==> config.mk <==
export PLATFORM = sky130hd
export DESIGN_NAME = dual_issue_queue
export DESIGN_NICKNAME = d
export VERILOG_FILES = /design/src/rtl/dual_issue_queue_pkg.sv /design/src/rtl/dual_issue_queue_dest.sv /design/src/rtl/dual_issue_queue.sv
export SDC_FILE = /design/constraint.sdc
export NUM_CORES = 1
export LEC_CHECK = 0
export BUFFER_PORTS_ARGS = -buffer_cell sky130_fd_sc_hd__buf_4
export CORE_ASPECT_RATIO = 0.8
export CORE_MARGIN = 3
export CORE_UTILIZATION = 65
export DETAILED_ROUTE_END_ITERATION = 6
export PLACE_DENSITY = 0.91
export SLEW_MARGIN = 10
export SYNTH_ARGS = -nofsm -noshare
export SYNTH_HDL_FRONTEND = slang
export SYNTH_SLANG_ARGS = --single-unit
==> constraint.sdc <==
create_clock -name clk -period 11.46 [get_ports clk]
set_input_delay 2.292 -clock clk [delete_from_list [all_inputs] [get_ports clk]]
set_output_delay 2.292 -clock clk [all_outputs]
set_load 0.01 [all_outputs]
==> src/rtl/dual_issue_queue_pkg.sv <==
// Shared definitions for the dual-issue instruction queue.
//   - MIPS opcode / funct constants used by the pairing rules
//   - NOP_INSTR: encoding driven into an invalid decode slot
//   - q_entry_t: one queue entry {instruction, byte PC}
package dual_issue_queue_pkg;

   localparam logic [5:0] OP_RTYPE = 6'h00;
   localparam logic [5:0] OP_J     = 6'h02;
   localparam logic [5:0] OP_JAL   = 6'h03;
   localparam logic [5:0] OP_BEQ   = 6'h04;
   localparam logic [5:0] OP_BNE   = 6'h05;
   localparam logic [5:0] OP_ADDI  = 6'h08;
   localparam logic [5:0] OP_SLTI  = 6'h0A;
   localparam logic [5:0] OP_ANDI  = 6'h0C;
   localparam logic [5:0] OP_ORI   = 6'h0D;
   localparam logic [5:0] OP_LUI   = 6'h0F;
   localparam logic [5:0] OP_LW    = 6'h23;
   localparam logic [5:0] OP_SW    = 6'h2B;

   localparam logic [5:0]  FUNCT_JR  = 6'h08;
   localparam logic [31:0] NOP_INSTR = 32'h0000_0000;

   typedef struct packed {
      logic [31:0] instr;
      logic [31:0] pc;
   } q_entry_t;

endpackage

==> src/rtl/dual_issue_queue_dest.sv <==
// instr_dest_decode: classifies one instruction for the pairing check.
//   instr   in  32  instruction word
//   dest    out 5   register written (0 when the instruction writes none)
//   is_mem  out 1   lw or sw
//   is_ctrl out 1   beq, bne, j, jal or jr
module instr_dest_decode
   import dual_issue_queue_pkg::*;
(
   input  logic [31:0] instr,
   output logic [4:0]  dest,
   output logic        is_mem,
   output logic        is_ctrl
);

   logic [5:0] op;
   logic [5:0] funct;
   logic [4:0] shamt_unused;

   assign op           = instr[31:26];
   assign funct        = instr[5:0];
   assign shamt_unused = instr[10:6];

   // NOTE: every output of a combinational block gets a default first, so no path leaves it unassigned and a latch is never inferred.
   always_comb begin
      dest = 5'd0;
      case (op)
         OP_RTYPE:                                         dest = instr[15:11];
         OP_ADDI, OP_ANDI, OP_ORI, OP_SLTI, OP_LUI, OP_LW: dest = instr[20:16];
         OP_JAL:                                           dest = 5'd31;
         default:                                          dest = 5'd0;
      endcase
   end

   assign is_mem  = (op == OP_LW) || (op == OP_SW);
   assign is_ctrl = (op == OP_BEQ) || (op == OP_BNE) || (op == OP_J) || (op == OP_JAL) ||
                    ((op == OP_RTYPE) && (funct == FUNCT_JR));

endmodule

==> src/rtl/dual_issue_queue.sv <==
// dual_issue_queue: circular instruction buffer feeding a dual-issue decode register.
//   clk, rst_n                  clock, async active-low reset
//   fetch_valid/fetch_ready     pair handshake; ready while >= 2 entries are free
//   fetch_instr0/1, fetch_pc    instruction pair and byte PC of the first one
//   stalld                      hold decode register and head (enqueue still allowed)
//   flushd                      empty queue, bubble decode, drop same-cycle enqueue
//   instrd/instrd2              slot-0 / slot-1 instruction (0 when invalid)
//   pcplus4d/pcplus4d2          slot-0 / slot-1 PC+4
//   validd/validd2              slot-0 / slot-1 hold a real instruction
//   count                       occupied entries
module dual_issue_queue
   import dual_issue_queue_pkg::*;
#(
   parameter int DEPTH = 8,
   parameter int AW    = 3
) (
   input  logic          clk,
   input  logic          rst_n,
   input  logic          fetch_valid,
   output logic          fetch_ready,
   input  logic [31:0]   fetch_instr0,
   input  logic [31:0]   fetch_instr1,
   input  logic [31:0]   fetch_pc,
   input  logic          stalld,
   input  logic          flushd,
   output logic [31:0]   instrd,
   output logic [31:0]   instrd2,
   output logic [31:0]   pcplus4d,
   output logic [31:0]   pcplus4d2,
   output logic          validd,
   output logic          validd2,
   output logic [AW:0]   count
);

   q_entry_t      mem [DEPTH];
   logic [AW-1:0] head, tail;
   logic [AW-1:0] head_p1, tail_p1;
   q_entry_t      h0, h1;

   logic [4:0]    h0_dest;
   logic          h0_mem, h0_ctrl;
   logic [4:0]    h1_dest_unused;
   logic          h1_mem, h1_ctrl_unused;

   logic          has_two;
   logic          raw_hazard;
   logic          issue0, issue1;
   logic [1:0]    n_issue;
   logic          enq;
   logic [AW:0]   enq_amt, deq_amt;

   assign head_p1 = head + 1'b1;
   assign tail_p1 = tail + 1'b1;
   assign h0      = mem[head];
   assign h1      = mem[head_p1];

   instr_dest_decode u_dec_h0 (
      .instr   (h0.instr),
      .dest    (h0_dest),
      .is_mem  (h0_mem),
      .is_ctrl (h0_ctrl)
   );

   instr_dest_decode u_dec_h1 (
      .instr   (h1.instr),
      .dest    (h1_dest_unused),
      .is_mem  (h1_mem),
      .is_ctrl (h1_ctrl_unused)
   );

   assign fetch_ready = (count <= (AW+1)'(DEPTH - 2));
   assign enq         = fetch_valid && fetch_ready && !flushd;
   assign has_two     = (count >= (AW+1)'(2));

   // H1 reads (rs or rt) the register H0 writes; $0 never creates a dependency.
   assign raw_hazard = (h0_dest != 5'd0) &&
                       ((h1.instr[25:21] == h0_dest) || (h1.instr[20:16] == h0_dest));

   always_comb begin
      issue0 = 1'b0;
      issue1 = 1'b0;
      if (count != '0) begin
         issue0 = 1'b1;
         issue1 = has_two && !raw_hazard && !h0_ctrl && !(h0_mem && h1_mem);
      end
   end

   assign n_issue = {1'b0, issue0} + {1'b0, issue1};
   assign enq_amt = enq ? (AW+1)'(2) : '0;
   assign deq_amt = stalld ? '0 : (AW+1)'(n_issue);

   // NOTE: the entry array carries no reset; a slot is only read after it has been written, so clearing it buys nothing.
   always_ff @(posedge clk) begin
      if (enq) begin
         mem[tail]    <= '{instr: fetch_instr0, pc: fetch_pc};
         mem[tail_p1] <= '{instr: fetch_instr1, pc: fetch_pc + 32'd4};
      end
   end

   // NOTE: sequential state uses non-blocking assignments so every register samples pre-edge values.
   always_ff @(posedge clk or negedge rst_n) begin
      if (!rst_n) begin
         head  <= '0;
         tail  <= '0;
         count <= '0;
      end else if (flushd) begin
         head  <= tail;
         count <= '0;
      end else begin
         if (enq)     tail <= tail + AW'(2);
         if (!stalld) head <= head + AW'(n_issue);
         count <= count + enq_amt - deq_amt;
      end
   end

   // Decode pipeline register. Slot-1 PC+4 follows the second head entry whenever
   // one exists, even if that entry is held back for a later cycle.
   always_ff @(posedge clk or negedge rst_n) begin
      if (!rst_n) begin
         instrd    <= NOP_INSTR;
         instrd2   <= NOP_INSTR;
         pcplus4d  <= '0;
         pcplus4d2 <= '0;
         validd    <= 1'b0;
         validd2   <= 1'b0;
      end else if (flushd) begin
         instrd    <= NOP_INSTR;
         instrd2   <= NOP_INSTR;
         pcplus4d  <= '0;
         pcplus4d2 <= '0;
         validd    <= 1'b0;
         validd2   <= 1'b0;
      end else if (!stalld) begin
         instrd    <= issue0  ? h0.instr         : NOP_INSTR;
         pcplus4d  <= issue0  ? h0.pc + 32'd4    : '0;
         validd    <= issue0;
         instrd2   <= issue1  ? h1.instr         : NOP_INSTR;
         pcplus4d2 <= has_two ? h1.pc + 32'd4    : '0;
         validd2   <= issue1;
      end
   end

endmodule

==> impl_metrics.env <==
export IMPL_wl_per_cell_microns=30.4
export IMPL_clk_latency_ns=0.64
export IMPL_via_per_inst=7.33
export IMPL_n_fill_cell=2436
export IMPL_dp_hpwl_mm=51.9
export IMPL_global_route_usage_total_pct=33.8
export IMPL_switching_share_pct=38.8
export IMPL_routedLengthMet1_mm=28.6
export IMPL_final_setup_violations=0
export IMPL_report_final_slew_viol_count=0
export IMPL_critPathMaxFanout=64
export IMPL_numCtsBuffers=60
export IMPL_seqCellArea_sq_mm=0.0186
export IMPL_outcome="finished, violations left"
export IMPL_die_ar_sq_mm=0.0506
export IMPL_timing_critical_path_to_type="register"
export IMPL_crit_path_dat_ns=7.54
export IMPL_drt_drc_violations_left=47
export IMPL_area_growth_from_synthesis_to_final_layout_pct=13.1
export IMPL_totalWireLength_mm=84.9
export IMPL_die_x_microns=251
export IMPL_timing_reg2reg_worst_path_depth=15
export IMPL_synthDistinctLibCells=95
export IMPL_grt_overflow=0
export IMPL_power_per_cell_area_mw_per_mm2=283
export IMPL_hold_path_class="register to register"
export IMPL_setup_tns_final_ns=0
export IMPL_placement_io_buffers=235
export IMPL_beginning_of_the_worst_hold_path="pcplus4d2[5]"
export IMPL_synthesis_yosys_warnings=0
export IMPL_final_min_period_over_clock_period_pct=61.3
export IMPL_critPathLaunch="head[0]"
export IMPL_finish_net_count=2225
export IMPL_share_seq_of_total_power_pct=31.5
export IMPL_worstSetupPathType="register to register"
export IMPL_synth_ff_latch_count=643
export IMPL_worst_slew_pin_slew_ns=1.23
export IMPL_postRouteAntennaNets=0
export IMPL_power_net_switching_mw=3.86
export IMPL_synth_edff_count=504
export IMPL_timing_critical_path_required_ns=11.98
export IMPL_timing_hold_violations_final=0
export IMPL_cts_htree_levels=2
export IMPL_antenna_found_initial=7
export IMPL_ys_seq_area_share_pct=59.8
export IMPL_mappedNetlistNets=2019
export IMPL_startpoint_type="register"
export IMPL_detailroute_wirelength_met2_mm=40.9
export IMPL_worst_clock_skew_ns=0.0269
export IMPL_power_leakage_nw=12.7
export IMPL_via_count_of_the_first_global_routing_pass=20900
export IMPL_drt_pass1_iterations=7
export IMPL_grt_first_pass_wirelength_mm=129
export IMPL_internal_power_mw=6.10
export IMPL_whs_path_depth=1
export IMPL_r2r_start="head[0]"
export IMPL_max_vdd_ir_drop_mv=0.276
export IMPL_cts_tree="done"
export IMPL_syn_instance_count=1902
export IMPL_top_layer_used="met5"
export IMPL_unrepaired_setup_endpoints_after_global_routing="no"
export IMPL_power_share_combinational_pct=47.6
export IMPL_hold_buffer_count_at_cts=0
export IMPL_dieHeight_microns=202
export IMPL_gp_routability_congestion=0.930
export IMPL_number_of_ports_placed_on_the_die_boundary=236
export IMPL_worst_setup_hold_path_clk_slew_ns=0.07
export IMPL_synth_async_sr_flop_share_pct=21.6
export IMPL_drv_cap=0
export IMPL_clkSinkCount=643
export IMPL_area_occupied_by_multi_input_gates_sq_mm=0.0117
export IMPL_buffer_depth_of_the_longest_clock_path=3
export IMPL_drtIter0Drc=3215
export IMPL_clockPowerShare_pct=20.8
export IMPL_rows=71
export IMPL_timing_final_crit_period_ns=7.02
export IMPL_cts_repair_resized_insts=0
export IMPL_timing_max_slew_rel_slack_pct=17.9
export IMPL_layout_drive_gt1_share_pct=31.1
export IMPL_floorplan_initialDensity_pct=66.0
export IMPL_hold_ws_ns=0.484
export IMPL_num_vias=20400
export IMPL_top_flip_flop_cell_by_instance_count_after_synthesis="sky130_fd_sc_hd__edfxtp_1"
export IMPL_postCtsSetupBuffers=0
export IMPL_failing_checks="DRC"
export IMPL_max_freq_ghz=0.142
export IMPL_root_buffer="sky130_fd_sc_hd__clkbuf_16"
export IMPL_total_met3_wirelength_after_detailed_routing_mm=10.8
export IMPL_grt_max_degree=117
export IMPL_syn_cell_area_sq_mm=0.0311
export IMPL_syn_avg_cell_area_sq_um=16.4
export IMPL_fp_coreArea_sq_mm=0.0472
[layout make-up]
cell class,count,area share (%)
multi-input cells,1128,33.2
repair buffers,259,5.63
clock inverters,38,1.13
flip-flops and latches,643,52.9
clock buffers,76,4.67
diodes,9,0.0640
well taps,620,2.20
inverters,16,0.178
[sequential cells by signal, summed over array words and instances, names as in the netlist, 2 cells and up]
signal and cells:
instrd 32, pcplus4d2 32, tail 2, mem 504
pcplus4d 32, instrd2 32, head 3, count 4
[cell families (layout without fill, tap and decap cells)]
group | count (synthesis) | count (layout) | share of synthesized area [%]
simple gates | 419 | 419 | 6.45
other cells | 0 | 9 | 0
mux | 378 | 378 | 22.5
fa+ha+maj | 16 | 16 | 0.715
flops | 643 | 643 | 59.8
buf+inv | 131 | 389 | 2.85
xor+xnor | 87 | 87 | 2.50
compound gates | 228 | 228 | 5.17
[routing by layer]
| layer | track usage, % | vias up |
|---|---|---|
| met4 | 15.6 | 2 |
| met3 | 8.06 | 383 |
| met1 | 45.1 | 10200 |
| met2 | 53.7 | 1820 |
| met5 | 0 | - |
| li1 | - | 7999 |
[critical path, stage by stage, from the launching register on]
cell	delay (ns)
sky130_fd_sc_hd__dfrtp_4	0.91
sky130_fd_sc_hd__buf_4	0.78
sky130_fd_sc_hd__buf_4	0.85
sky130_fd_sc_hd__mux4_2	0.43
sky130_fd_sc_hd__mux2i_1	0.53
sky130_fd_sc_hd__nand3b_2	0.26
sky130_fd_sc_hd__a2111oi_4	0.08
sky130_fd_sc_hd__a211oi_2	0.31
sky130_fd_sc_hd__xnor2_2	0.16
sky130_fd_sc_hd__o2111ai_2	0.20
sky130_fd_sc_hd__o41ai_4	0.79
sky130_fd_sc_hd__or3_1	0.26
sky130_fd_sc_hd__fa_1	0.44
sky130_fd_sc_hd__ha_1	0.22
sky130_fd_sc_hd__fa_1	0.43
sky130_fd_sc_hd__nor2b_1	0.14
[cells in the mapped netlist, types with 8 or more instances]
cell type	count	area, sq um
sky130_fd_sc_hd__and3_1	14	87.6
sky130_fd_sc_hd__o21ai_1	15	75.1
sky130_fd_sc_hd__a32o_1	20	200
sky130_fd_sc_hd__inv_1	13	48.8
sky130_fd_sc_hd__nand4_1	10	62.6
sky130_fd_sc_hd__mux2i_1	107	1070
sky130_fd_sc_hd__nor3_1	13	65.1
sky130_fd_sc_hd__xor2_1	43	377
sky130_fd_sc_hd__o21ai_0	86	430
sky130_fd_sc_hd__nand3_1	29	145
sky130_fd_sc_hd__nor2_1	56	210
sky130_fd_sc_hd__ha_1	13	163
sky130_fd_sc_hd__mux4_2	240	5410
sky130_fd_sc_hd__and2_1	10	62.6
sky130_fd_sc_hd__a22o_1	15	131
sky130_fd_sc_hd__dfrtp_1	139	3480
sky130_fd_sc_hd__buf_4	21	158
sky130_fd_sc_hd__edfxtp_1	504	15100
sky130_fd_sc_hd__o31ai_1	14	105
sky130_fd_sc_hd__mux2_2	16	180
sky130_fd_sc_hd__mux4_1	8	210
sky130_fd_sc_hd__buf_6	23	259
sky130_fd_sc_hd__clkbuf_1	30	113
sky130_fd_sc_hd__buf_2	31	155
sky130_fd_sc_hd__nand2_1	222	833
sky130_fd_sc_hd__a21oi_1	21	105
sky130_fd_sc_hd__nor2b_1	12	75.1
sky130_fd_sc_hd__xnor2_1	42	368
[through the flow]
| stage | setup WS, ns | std cells | utilization [%] | power, mW | area (sq um) |
|---|---|---|---|---|---|
| after floorplan | 5.30 | 1902 | - | 6.54 | 31100 |
| after global placement | 4.78 | 2665 | 70.2 | 7.50 | 33100 |
| after detailed placement | 4.65 | 2665 | 70.2 | 7.68 | 33100 |
| after CTS | 4.59 | 2779 | 74.5 | 9.82 | 35200 |
| after global routing | 4.07 | 2784 | 74.6 | 10.3 | 35200 |
| final | 4.44 | 2789 | 74.6 | 9.96 | 35200 |
[cell usage in the layout (no fill, tap or decap), types with 21 or more instances in the layout]
cell type                   count
sky130_fd_sc_hd__a21oi_1       21
sky130_fd_sc_hd__buf_4        256
sky130_fd_sc_hd__clkbuf_16     62
sky130_fd_sc_hd__dfrtp_1      137
sky130_fd_sc_hd__edfxtp_1     504
sky130_fd_sc_hd__mux2i_1      107
sky130_fd_sc_hd__mux4_2       240
sky130_fd_sc_hd__nand2_1      222
sky130_fd_sc_hd__nand3_1       29
sky130_fd_sc_hd__nor2_1        56
sky130_fd_sc_hd__o21ai_0       85
sky130_fd_sc_hd__xnor2_1       41
sky130_fd_sc_hd__xor2_1        43
[power by group through the flow]
stage / logic [mW] / clock network (mW) / registers (mW)
3_3_place_gp: 4.37 / 0 / 3.14
2_1_floorplan: 3.41 / 0 / 3.13
4_1_cts: 4.62 / 2.08 / 3.13
6_report: 4.75 / 2.07 / 3.14
5_1_grt: 4.97 / 2.17 / 3.17
3_5_place_dp: 4.52 / 0 / 3.17
[final timing paths]
kind / to / slack (ns)
worst min register to register: pcplus4d2[5] / 0.48
min in group asynchronous: instrd[27] / 1.69
worst max register to register: count[2] / 4.44
max in group asynchronous: head[1] / 8.16
worst min-delay path: pcplus4d2[5] / 0.48
worst max-delay path: count[2] / 4.44
Note: power is estimated with default switching activity, not from simulation.
